**config.mk**
```make
export PLATFORM = sky130hd
export DESIGN_NAME = vga_scanout
export DESIGN_NICKNAME = d
export VERILOG_FILES = /design/src/rtl/vga_pkg.sv /design/src/rtl/vga_delay_line.sv /design/src/rtl/vga_scanout.sv
export SDC_FILE = /design/constraint.sdc
export NUM_CORES = 1
export LEC_CHECK = 0
export CORE_UTILIZATION = 40
export CTS_CLUSTER_DIAMETER = 120
export CTS_CLUSTER_SIZE = 14
export DETAILED_ROUTE_END_ITERATION = 10
export PLACE_DENSITY_LB_ADDON = 0.25
export RECOVER_POWER = 100
export SYNTH_ARGS = -nofsm -noshare
export SYNTH_HDL_FRONTEND = slang
export SYNTH_SLANG_ARGS = --single-unit
```
**constraint.sdc**
```tcl
create_clock -name clk -period 3.45 [get_ports clk]
set_clock_uncertainty 0.2 [all_clocks]
set_input_delay 1.035 -clock clk [delete_from_list [all_inputs] [get_ports clk]]
set_output_delay 1.035 -clock clk [all_outputs]
set_load 0.005 [all_outputs]
```
**src/rtl/vga_pkg.sv**
```systemverilog
// vga_pkg: shared definitions for the VGA scan-out engine.
//   - default 640x480 timing constants (pixel clocks / lines)
//   - vga_timing_t: one axis of raster timing (active, fp, sync, bp)
//   - in_sync(): true when a counter position lies inside the sync pulse
package vga_pkg;

  localparam int DEF_H_ACTIVE = 640;
  localparam int DEF_H_FP     = 16;
  localparam int DEF_H_SYNC   = 96;
  localparam int DEF_H_BP     = 48;
  localparam int DEF_V_ACTIVE = 480;
  localparam int DEF_V_FP     = 10;
  localparam int DEF_V_SYNC   = 2;
  localparam int DEF_V_BP     = 33;

  typedef struct packed {
    int active;
    int fp;
    int sync;
    int bp;
  } vga_timing_t;

  // The sync pulse starts right after the front porch, which follows active video.
  function automatic logic in_sync(input int pos, input int active, input int fp, input int sync);
    return (pos >= active + fp) && (pos < active + fp + sync);
  endfunction

endpackage

```
**src/rtl/vga_delay_line.sv**
```systemverilog
// vga_delay_line: fixed-depth shift register used to carry per-pixel
// control bits alongside the source's fixed read latency.
// Ports:
//   i_clk    pixel clock
//   i_rst_n  synchronous active-low reset, loads every stage with RESET_VAL
//   i_data   value entering the pipe
//   o_data   value that entered DEPTH edges earlier
module vga_delay_line #(
  parameter int WIDTH = 4,
  parameter int DEPTH = 1,
  parameter logic [WIDTH-1:0] RESET_VAL = '0
) (
  input  logic             i_clk,
  input  logic             i_rst_n,
  input  logic [WIDTH-1:0] i_data,
  output logic [WIDTH-1:0] o_data
);

  logic [WIDTH-1:0] r_stage [DEPTH];

  // Reset loads the idle value so the delayed sync lines sit at their
  // inactive level while the pipe refills.
  always_ff @(posedge i_clk) begin
    if (!i_rst_n) begin
      for (int i = 0; i < DEPTH; i++) r_stage[i] <= RESET_VAL;
    end else begin
      r_stage[0] <= i_data;
      for (int i = 1; i < DEPTH; i++) r_stage[i] <= r_stage[i-1];
    end
  end

  assign o_data = r_stage[DEPTH-1];

endmodule

```
**src/rtl/vga_scanout.sv**
```systemverilog
// vga_scanout: parametrised VGA timing generator and pixel scan-out.
// Requests pixel (pix_x, pix_y) from an external source, expects the colour
// SRC_LAT cycles later, and registers it onto the pins together with sync,
// data-enable and frame_start delayed by the same amount.
// Ports:
//   clk, rst_n                 pixel clock, synchronous active-low reset
//   pix_req, pix_x, pix_y      registered pixel request to the source
//   pix_data, pix_valid        {r,g,b} and its valid flag in the return slot
//   pat_en                     select internal colour bars
//   clear_underflow            clears the sticky underflow flag
//   hsync, vsync, r, g, b, de  VGA pin outputs
//   frame_start                one-cycle pulse with output pixel (0,0)
//   underflow                  sticky: source missed a requested pixel
// Optional feature: define VGA_SCANOUT_PATTERN_EN to build the colour-bar
// generator; without it pat_en is ignored.
module vga_scanout
  import vga_pkg::*;
#(
  parameter int CW        = 4,
  parameter int H_ACTIVE  = DEF_H_ACTIVE,
  parameter int H_FP      = DEF_H_FP,
  parameter int H_SYNC    = DEF_H_SYNC,
  parameter int H_BP      = DEF_H_BP,
  parameter int V_ACTIVE  = DEF_V_ACTIVE,
  parameter int V_FP      = DEF_V_FP,
  parameter int V_SYNC    = DEF_V_SYNC,
  parameter int V_BP      = DEF_V_BP,
  parameter bit HSYNC_POL = 1'b0,
  parameter bit VSYNC_POL = 1'b0,
  parameter int SRC_LAT   = 1,
  localparam int H_TOTAL  = H_ACTIVE + H_FP + H_SYNC + H_BP,
  localparam int V_TOTAL  = V_ACTIVE + V_FP + V_SYNC + V_BP,
  localparam int XW       = $clog2(H_TOTAL),
  localparam int YW       = $clog2(V_TOTAL)
) (
  input  logic            clk,
  input  logic            rst_n,
  output logic            pix_req,
  output logic [XW-1:0]   pix_x,
  output logic [YW-1:0]   pix_y,
  input  logic [3*CW-1:0] pix_data,
  input  logic            pix_valid,
  input  logic            pat_en,
  input  logic            clear_underflow,
  output logic            hsync,
  output logic            vsync,
  output logic [CW-1:0]   r,
  output logic [CW-1:0]   g,
  output logic [CW-1:0]   b,
  output logic            de,
  output logic            frame_start,
  output logic            underflow
);

  localparam vga_timing_t H_TIM = '{active: H_ACTIVE, fp: H_FP, sync: H_SYNC, bp: H_BP};
  localparam vga_timing_t V_TIM = '{active: V_ACTIVE, fp: V_FP, sync: V_SYNC, bp: V_BP};
  // {req, hs, vs, frame0} with both syncs at their inactive level
  localparam logic [3:0]  PIPE_IDLE = {1'b0, ~HSYNC_POL, ~VSYNC_POL, 1'b0};

  logic [XW-1:0]   r_h;
  logic [YW-1:0]   r_v;
  logic            r_req, r_hs, r_vs, r_f0;
  logic [XW-1:0]   r_x;
  logic [YW-1:0]   r_y;
  logic            w_hLast, w_vLast, w_active, w_hs, w_vs, w_f0;
  logic [3:0]      w_pipe;
  logic            w_dReq, w_dHs, w_dVs, w_dF0;
  logic [3*CW-1:0] w_rgbNext;
  logic            w_ufSet;
  logic            r_hsOut, r_vsOut, r_de, r_fs, r_uf;
  logic [CW-1:0]   r_r, r_g, r_b;

  assign w_hLast  = (r_h == XW'(H_TOTAL - 1));
  assign w_vLast  = (r_v == YW'(V_TOTAL - 1));
  assign w_active = (int'(r_h) < H_TIM.active) && (int'(r_v) < V_TIM.active);
  assign w_hs     = in_sync(int'(r_h), H_TIM.active, H_TIM.fp, H_TIM.sync) ? HSYNC_POL : ~HSYNC_POL;
  assign w_vs     = in_sync(int'(r_v), V_TIM.active, V_TIM.fp, V_TIM.sync) ? VSYNC_POL : ~VSYNC_POL;
  assign w_f0     = (r_h == '0) && (r_v == '0);

  always_ff @(posedge clk) begin
    if (!rst_n) begin
      r_h <= '0;
      r_v <= '0;
    end else if (w_hLast) begin
      r_h <= '0;
      r_v <= w_vLast ? '0 : r_v + 1'b1;
    end else begin
      r_h <= r_h + 1'b1;
    end
  end

  // Request stage: everything about the raster position is decided here, and
  // the delay line replays it when the source's answer arrives.
  always_ff @(posedge clk) begin
    if (!rst_n) begin
      r_req <= 1'b0;
      r_x   <= '0;
      r_y   <= '0;
      r_hs  <= ~HSYNC_POL;
      r_vs  <= ~VSYNC_POL;
      r_f0  <= 1'b0;
    end else begin
      r_req <= w_active;
      r_x   <= r_h;
      r_y   <= r_v;
      r_hs  <= w_hs;
      r_vs  <= w_vs;
      r_f0  <= w_f0;
    end
  end

  vga_delay_line #(.WIDTH(4), .DEPTH(SRC_LAT), .RESET_VAL(PIPE_IDLE)) u_ctrlPipe (
    .i_clk   (clk),
    .i_rst_n (rst_n),
    .i_data  ({r_req, r_hs, r_vs, r_f0}),
    .o_data  (w_pipe)
  );

  assign {w_dReq, w_dHs, w_dVs, w_dF0} = w_pipe;

`ifdef VGA_SCANOUT_PATTERN_EN
  logic [XW+2:0] w_hx8;
  logic [2:0]    w_barIdx;
  logic          r_pat;
  logic [2:0]    r_bar;
  logic [3:0]    w_patPipe;
  logic          w_patMode;
  logic [2:0]    w_bar;

  // Bar index (x*8)/H_ACTIVE; only meaningful inside active video.
  assign w_hx8    = {r_h, 3'b000};
  assign w_barIdx = 3'(w_hx8 / (XW+3)'(H_ACTIVE));

  always_ff @(posedge clk) begin
    if (!rst_n) begin
      r_pat <= 1'b0;
      r_bar <= '0;
    end else begin
      r_pat <= pat_en;
      r_bar <= w_barIdx;
    end
  end

  vga_delay_line #(.WIDTH(4), .DEPTH(SRC_LAT), .RESET_VAL(4'b0)) u_patPipe (
    .i_clk   (clk),
    .i_rst_n (rst_n),
    .i_data  ({r_pat, r_bar}),
    .o_data  (w_patPipe)
  );

  assign {w_patMode, w_bar} = w_patPipe;
`else
  logic w_unusedPatEn;
  assign w_unusedPatEn = pat_en;
`endif

  // Colour is only taken in a request slot; a missing pixel blanks to zero
  // and raises underflow. Bars override the source entirely.
  always_comb begin
    w_rgbNext = '0;
    w_ufSet   = 1'b0;
    if (w_dReq) begin
      if (pix_valid) w_rgbNext = pix_data;
      else           w_ufSet   = 1'b1;
`ifdef VGA_SCANOUT_PATTERN_EN
      if (w_patMode) begin
        w_rgbNext = {{CW{w_bar[2]}}, {CW{w_bar[1]}}, {CW{w_bar[0]}}};
        w_ufSet   = 1'b0;
      end
`endif
    end
  end

  // A new underflow takes priority over a concurrent clear.
  always_ff @(posedge clk) begin
    if (!rst_n) begin
      r_hsOut <= ~HSYNC_POL;
      r_vsOut <= ~VSYNC_POL;
      r_de    <= 1'b0;
      r_fs    <= 1'b0;
      r_r     <= '0;
      r_g     <= '0;
      r_b     <= '0;
      r_uf    <= 1'b0;
    end else begin
      r_hsOut <= w_dHs;
      r_vsOut <= w_dVs;
      r_de    <= w_dReq;
      r_fs    <= w_dF0;
      r_r     <= w_rgbNext[3*CW-1:2*CW];
      r_g     <= w_rgbNext[2*CW-1:CW];
      r_b     <= w_rgbNext[CW-1:0];
      if (w_ufSet)              r_uf <= 1'b1;
      else if (clear_underflow) r_uf <= 1'b0;
    end
  end

  assign pix_req     = r_req;
  assign pix_x       = r_x;
  assign pix_y       = r_y;
  assign hsync       = r_hsOut;
  assign vsync       = r_vsOut;
  assign de          = r_de;
  assign frame_start = r_fs;
  assign r           = r_r;
  assign g           = r_g;
  assign b           = r_b;
  assign underflow   = r_uf;

endmodule

```
==> run summary, run 1 <==
status: finished clean
DRT Wirelength: 4150 µm
number of detailed-route iterations in the first pass: 4
Final #Nets: 295
GPL Wtd Cong: 0.810
final slew viol count: 0
HPWL after DPL: 2740 µm
vias per cell: 4.75
filler instances: 451
Initial Utilization: 0.428
first-pass GRT wire length: 7070 µm
Setup Viol. Count Final: 0
mean post-synth cell area: 10.4 µm²
Worst Hold Class: reg2reg
total power: 1600 µW
final antenna-violating net count: 0
share of the synthesized area in the top cell type: 0.576
area leader, netlist: dfxtp_1
Final Hold Vio Count: 0
leakage dissipation: 0.00129 µW
Routed WL per cell: 11.9 µm
Skew-Pair Late Insertion Delay: 0.33 ns
post-cts resize count: 0
Max Root-Sink Buffers: 2
CP required: 3.53 ns
Worst-Margin Slew: 0.741 ns
number of synthesized flops with an enable pin: 0
Post-Synth XOR/XNOR Area: 0.0388
Slew headroom: 0.502
most common cell in the netlist: dfxtp_1
RSZ-0062 raised after global routing: false
minimum clock period: 2.68 ns
syn nets: 237
# DRC: 0
Setup Fix Bufs, Post-CTS: 0
vias in the first global route: 1530
Synth Area in Adders: 0.0222
io pins: 55
Max-cap violations: 0
grt met2 use: 0.236
Synth warnings: 0
Synth Area in Simple Gates: 0.283
Crit Path Max Fanout: 22
Max Fclk: 373 MHz
gr ovfl total: 0
site row count: 26
post-synth cell types: 35
Post-Syn Instances: 216
initial antenna violation count: 0
layout cell share with drive strength beyond 1: 0.0645
Top Usage Layer GRT: met2
n_diodes: 0
H-tree levels: 3
Die Span X: 77.1 µm
power density cells: 518 nW/µm²
TNS Setup: 0 ns
hold-fix buffers at CTS: 0
post-layout util: 0.585
worst vdd ir: 0.000222 V
die height: 77.1 µm
TritonCTS Buffers: 9
Commonest cells post-synth: dfxtp_1 (65), and2_1 (40), nor2_1 (13)
mapped cell area: 2260 µm²
ys async rst share: 0
clock-pin slew on the worst setup and hold paths: 0.06 ns
initial drt markers: 62
Vias: 1657
TritonCTS clock tree: built
sequential area share after synthesis: 0.576
top cells by area, synth: dfxtp_1 (58%), and2_1 (11%), xor2_1 (2.3%)
Die ar.: 5950 µm²
#FFs+latches synth: 65
Startpoint Class: input pin
mux contribution to synthesized area: 0.00887
gr usage total: 0.157
# clock sinks: 65
fin crit share: 0.777
Layout Area Growth over Synthesis: 36.6%
CP Data Arrival Time: 2.76 ns
pin count of the biggest net entering global routing: 23
PortBufs: 53
complex-gate fraction of the synthesized area: 0.0416
largest family of logic cells by synthesized area: simple AND/OR/NAND/NOR gates
Crit. End Element: flop
Crit Path Class: in2reg
Main synth FF type: dfxtp_1
CTS root buffer: clkbuf_8
Core ar.: 5270 µm²
grt met3 use: 0.0512
met1 GRT Util: 0.187
[stage by stage]
stage	instances	setup WS, ns	hold WS [ns]	area, µm²
2_1_floorplan	216	1.30	0.186	2260
3_3_place_gp	333	0.811	0.190	2850
3_5_place_dp	333	0.825	0.196	2850
4_1_cts	349	1.04	0.212	3100
5_1_grt	349	0.541	0.228	3080
6_report	349	0.769	0.207	3080
[routing by layer]
layer / up-vias / routed length, µm
li1: 836 / -
met1: 743 / 1980
met2: 65 / 1780
met3: 13 / 278
met4: 0 / 119
met5: - / 0
[state kept, by name, summed over array words and instances (netlist names)]
register and count:
b 4, de 1, frame_start 1, g 4, hsync 1, pix_req 1
pix_x 10, pix_y 10, r 4, r_f0 1, r_h 10, r_hs 1
r_v 10, r_vs 1, u_ctrlPipe.r_stage 4, underflow 1, vsync 1
[logic make-up after synthesis]
group	after synthesis
xor+xnor	10
mux	2
simple gates	104
flops	65
fa+ha+maj	4
compound gates	16
buf+inv	15
[placed cells by master, fill, tap and decap left out, types with 2 or more instances in the layout]
cell	netlist	final
clkbuf_8	0	10
bufinv_16	0	3
nand4_1	7	7
xnor2_1	4	4
nor4b_1	2	2
dfxtp_1	65	65
and3b_1	2	2
o31ai_1	2	2
ha_1	4	4
nor2_1	13	13
xor2_1	6	6
o21ai_0	4	4
mux2i_1	2	2
or3_1	4	4
dlygate4sd3_1	0	39
and4_1	2	2
clkbuf_1	5	3
clkdlybuf4s50_1	0	14
nand2_1	7	7
and2_0	0	15
and3_1	5	5
nand3_1	7	7
a21oi_1	7	7
inv_1	7	7
or4_1	2	2
nand2b_1	5	5
and2_1	40	25
[path summary, 6_finish.rpt]
check | startpoint | endpoint | slack, ns | depth (start not counted)
max | rst_n | g[2]$_SDFF_PN0_ | 0.77 | 4
max reg2reg | r_v[0]$_SDFFE_PN0N_ | r_v[0]$_SDFFE_PN0N_ | 1.14 | 6
min reg2reg | u_ctrlPipe.r_stage[0][2]$_SDFF_PN1_ | hsync$_SDFF_PN1_ | 0.21 | 1
min | u_ctrlPipe.r_stage[0][2]$_SDFF_PN1_ | hsync$_SDFF_PN1_ | 0.21 | 1
[power by group]
group | internal (µW) | total [µW] | switching, µW
sequential | 762 | 768 | 6.36
combinational | 32.3 | 53.3 | 21.1
clock | 499 | 775 | 276
total | 1290 | 1600 | 303
[final cells by class]
class                      instances  area, µm²  share of cell area
clock inverter                     5        103              0.0333
sequential                        65       1300               0.422
timing repair buffer              55        538               0.174
tap                               70       87.6              0.0284
inverter                           7       26.3             0.00852
clock buffer                      11        141              0.0458
multi-input combinational        136        887               0.288
[worst max-delay path, cell delays in order]
cell	delay [ns]
dlygate4sd3_1	0.55
clkbuf_1	0.55
and3_1	0.44
and2_1	0.17
Note: power is estimated with default switching activity, not from simulation.
==> run 2, diff against run 1 <==
==> constraint.sdc (replaced) <==
create_clock -name clk -period 2.31 [get_ports clk]
set_clock_uncertainty 0.2 [all_clocks]
set_input_delay 0.693 -clock clk [delete_from_list [all_inputs] [get_ports clk]]
set_output_delay 0.693 -clock clk [all_outputs]
set_load 0.005 [all_outputs]
==> run summary, run 2 (same netlist as run 1, synthesis figures left out) <==
status: finished clean
Hold WS: 0.208 ns
TritonCTS clock tree: built
Die ar.: 5950 µm²
Startpoint Class: flop
initial antenna violation count: 0
Placed Cells: 335
Setup Fix Bufs, Post-CTS: 0
Max Root-Sink Buffers: 2
Cell Area, Placed: 2880 µm²
Layout Area Growth over Synthesis: 38.1%
Vias: 1609
reg2reg path depth: 5
layout cell share with drive strength beyond 1: 0.0819
hold_sp: r_hs$_SDFF_PN1_
post-route cell area: 3120 µm²
vias per cell: 4.58
critical path's slowest cell: or4_4
Worst Hold Class: reg2reg
clock-pin slew on the worst setup and hold paths: 0.07 ns
most frequent cells in the layout: dfxtp_1 (65), dlygate4sd3_1 (39), and2_1 (30), clkdlybuf4s50_1 (14), nor2_1 (13)
TNS Setup: 0 ns
Skew-Pair Late Insertion Delay: 0.33 ns
# clock sinks: 65
GPL Wtd Cong: 0.816
DRT Wirelength: 4050 µm
slowest stage delay, CP: 0.54 ns
Slew headroom: 0.701
Crit. End Element: flop
PortBufs: 53
HPWL after DPL: 2710 µm
leakage dissipation: 0.00132 µW
filler instances: 466
gr usage total: 0.151
H-tree levels: 3
Final #Nets: 297
r2r endpoint: r_v[9]$_SDFFE_PN0N_
reg2reg setup slack: 0.16 ns
minimum clock period: 2.15 ns
first-pass GRT wire length: 6970 µm
final antenna-violating net count: 0
fin crit share: 0.929
hold depth: 1
Worst Hold Path EP: u_ctrlPipe.r_stage[0][2]$_SDFF_PN1_
Crit Path Class: reg2reg
Setup Viol. Count Final: 0
number of detailed-route iterations in the first pass: 4
site row count: 26
Final Hold Vio Count: 0
# DRC: 0
Max-cap violations: 0
pin count of the biggest net entering global routing: 32
Initial Utilization: 0.428
final non-filler cell total: 351
CP required: 2.38 ns
final slew viol count: 0
worst vdd ir: 0.000388 V
post-cts resize count: 0
initial drt markers: 36
hold-fix buffers at CTS: 0
Crit Path Max Fanout: 8
R2R Path Start: r_h[0]$_SDFF_PP0_
Max Fclk: 466 MHz
Core ar.: 5270 µm²
Die Span X: 77.1 µm
TritonCTS Buffers: 9
CP Data Arrival Time: 2.21 ns
io pins: 55
Worst-Margin Slew: 0.448 ns
power density cells: 765 nW/µm²
Routed WL per cell: 11.5 µm
n_diodes: 0
Setup WS pre-CTS: 0.0677 ns
RSZ-0062 raised after global routing: false
CTS root buffer: clkbuf_8
CP cell instances: ha_1 -> and4_1 -> nand3_4 -> or4_4 -> a21oi_2
gr ovfl total: 0
most common cell after layout, fill and taps aside: dfxtp_1
die height: 77.1 µm
vias in the first global route: 1550
final worst slack: 0.164 ns
run 2: worst max-delay path: cells and delay by family (launching register included):
family          cells  cell delay (ns)
compound gates      1             0.13
flops               1             0.41
simple gates        3             1.10
fa+ha+maj           1             0.23
run 2: how the worst max path moves through the flow:
stage,end,startpoint
after floorplan,r_v[9]$_SDFFE_PN0N_,r_h[0]$_SDFF_PP0_
after global placement,r_vs$_SDFF_PN1_,rst_n
after detailed placement,r_vs$_SDFF_PN1_,rst_n
after CTS,r_v[9]$_SDFFE_PN0N_,r_h[0]$_SDFF_PP0_
after global routing,r_v[9]$_SDFFE_PN0N_,r_h[0]$_SDFF_PP0_
final,r_v[9]$_SDFFE_PN0N_,r_h[0]$_SDFF_PP0_
run 2: metrics by stage:
stage / util / total power (µW)
finish: 0.591 / 2380
global route: 0.591 / 2470
CTS: 0.592 / 2410
detailed placement: 0.546 / 1260
global placement: 0.546 / 1260
floorplan: - / 1200
run 2: routing by layer:
| layer | share of wire | GRT usage |
|---|---|---|
| met5 | 0 | 0 |
| met4 | 0.027 | 0.104 |
| met3 | 0.052 | 0.0405 |
| met2 | 0.42 | 0.223 |
| met1 | 0.50 | 0.191 |
run 2: power by group:
group | switching, µW | leakage [µW] | internal (µW)
Sequential | 8.98 | 0.000527 | 1140
Clock | 435 | 0.000124 | 718
Combinational | 31.4 | 0.000666 | 51.3
Total | 476 | 0.00132 | 1910
run 2: layout make-up:
type                    instances  area [µm²]  share of cell area
well taps                      70        87.6              0.0281
clock inverters                 7         118              0.0377
repair buffers                 57         569               0.183
multi-input cells             136         891               0.286
flip-flops and latches         65        1300               0.418
inverters                       7        26.3             0.00843
clock buffers                   9         124              0.0397
==> run 3, diff against run 2 <==
--- a/config.mk
+++ b/config.mk
@@ -5,7 +5,9 @@
 export SDC_FILE = /design/constraint.sdc
 export NUM_CORES = 1
 export LEC_CHECK = 0
-export CORE_UTILIZATION = 40
+export CELL_PAD_IN_SITES_DETAIL_PLACEMENT = 1
+export CELL_PAD_IN_SITES_GLOBAL_PLACEMENT = 1
+export CORE_UTILIZATION = 37
 export CTS_CLUSTER_DIAMETER = 120
 export CTS_CLUSTER_SIZE = 14
 export DETAILED_ROUTE_END_ITERATION = 10
==> constraint.sdc (replaced) <==
create_clock -name clk -period 2.4 [get_ports clk]
set_clock_uncertainty 0.2 [all_clocks]
set_input_delay 0.72 -clock clk [delete_from_list [all_inputs] [get_ports clk]]
set_output_delay 0.72 -clock clk [all_outputs]
set_load 0.005 [all_outputs]
==> run summary, run 3 (same netlist as run 1, synthesis figures left out) <==
Skew-Pair Late Insertion Delay: 0.33 ns
power density cells: 743 nW/µm²
Worst-Margin Slew: 0.508 ns
most common cell after layout, fill and taps aside: dfxtp_1
Max Root-Sink Buffers: 2
CP Launch Point: r_h[0]$_SDFF_PP0_
status: finished clean
Startpoint Class: flop
CTS root buffer: clkbuf_8
final slew viol count: 0
initial antenna violation count: 0
HPWL after DPL: 3400 µm
most frequent cells in the layout: dfxtp_1 (65), dlygate4sd3_1 (39), and2_1 (20), and2_0 (20), clkdlybuf4s50_1 (14)
TritonCTS clock tree: built
fin crit share: 0.933
site row count: 28
minimum clock period: 2.24 ns
RSZ-0062 raised after global routing: false
reg2reg path depth: 5
leakage dissipation: 0.00129 µW
die height: 80.1 µm
io pins: 55
Setup Fix Bufs, Post-CTS: 0
pin count of the biggest net entering global routing: 31
gr ovfl total: 0
post-cts resize count: 0
filler instances: 638
Die Span X: 80.1 µm
Core ar.: 5890 µm²
hold-fix buffers at CTS: 0
H-tree levels: 3
r2r endpoint: r_v[9]$_SDFFE_PN0N_
# DRC: 0
Routed WL per cell: 14.1 µm
total power: 2290 µW
Initial Utilization: 0.384
gr usage total: 0.169
CP required: 2.47 ns
clock-pin slew on the worst setup and hold paths: 0.08 ns
Vias: 1695
final antenna-violating net count: 0
Die ar.: 6420 µm²
Max Fclk: 446 MHz
Layout Area Growth over Synthesis: 36.7%
GPL Wtd Cong: 0.680
first-pass GRT wire length: 8090 µm
Crit. End Element: flop
PortBufs: 53
Slew headroom: 0.657
worst vdd ir: 0.000344 V
n_diodes: 0
TritonCTS Buffers: 9
layout cell share with drive strength beyond 1: 0.0753
R2R Path Start: r_h[0]$_SDFF_PP0_
reg2reg setup slack: 0.16 ns
Final #Nets: 295
Crit Path Class: reg2reg
CP Data Arrival Time: 2.31 ns
Final Hold Vio Count: 0
Crit Path Max Fanout: 8
Setup crit end: r_v[9]$_SDFFE_PN0N_
# clock sinks: 65
number of detailed-route iterations in the first pass: 4
DRT Wirelength: 5000 µm
Setup Viol. Count Final: 0
Max-cap violations: 0
TNS Setup: 0 ns
initial drt markers: 40
Worst Hold Class: reg2reg
vias in the first global route: 1722
vias per cell: 4.79
==> run 3: report_power, final <==
group	leakage [µW]	internal (µW)	switching, µW
Combinational	0.000641	46.6	31.8
Sequential	0.000527	1090	9.99
Clock	0.000124	691	419
==> run 3: final cells by class <==
type / instances / area, µm² / area share
inverter: 7 / 26.3 / 0.00852
tap: 75 / 93.8 / 0.0304
sequential: 65 / 1300 / 0.422
clock inverter: 7 / 118 / 0.0381
clock buffer: 9 / 124 / 0.0401
timing repair buffer: 55 / 539 / 0.175
multi-input combinational: 136 / 883 / 0.286
==> run 3: metal layers <==
metal | wire length (µm) | vias to the layer above | GRT usage
met5 | 0 | - | 0
met4 | 111 | 0 | 0.0804
met3 | 221 | 9 | 0.0534
met2 | 2460 | 49 | 0.280
met1 | 2210 | 798 | 0.197
li1 | - | 839 | -
==> run 3: worst max-delay path, stage by stage (launching register included) <==
cell and delay (ns):
dfxtp_1 0.42, ha_1 0.25, and4_1 0.39, nand3_2 0.23, or4_4 0.56, a21oi_2 0.13
==> run 3: how the worst min path moves through the flow <==
stage                                              startpoint                             endpoint  slack [ns]  cells past startpoint
after CTS                                     r_hs$_SDFF_PN1_  u_ctrlPipe.r_stage[0][2]$_SDFF_PN1_        0.22                      1
after detailed placement                      r_vs$_SDFF_PN1_  u_ctrlPipe.r_stage[0][1]$_SDFF_PN1_        0.20                      1
final                                         r_hs$_SDFF_PN1_  u_ctrlPipe.r_stage[0][2]$_SDFF_PN1_        0.21                      1
after global placement                        r_vs$_SDFF_PN1_  u_ctrlPipe.r_stage[0][1]$_SDFF_PN1_        0.19                      1
after global routing                          r_hs$_SDFF_PN1_  u_ctrlPipe.r_stage[0][2]$_SDFF_PN1_        0.24                      1
after floorplan           u_ctrlPipe.r_stage[0][2]$_SDFF_PN1_                     hsync$_SDFF_PN1_        0.19                      1
==> run 3: stage by stage <==
| stage | hold slack (ns) | setup slack, ns | area, µm² | instances | utilization |
|---|---|---|---|---|---|
| global route | 0.244 | 0.0332 | 3090 | 354 | 0.524 |
| floorplan | 0.186 | 0.499 | 2260 | 216 | - |
| CTS | 0.216 | 0.165 | 3110 | 354 | 0.529 |
| global placement | 0.188 | 0.168 | 2870 | 338 | 0.488 |
| detailed placement | 0.198 | 0.129 | 2870 | 338 | 0.488 |
| finish | 0.209 | 0.160 | 3090 | 354 | 0.524 |
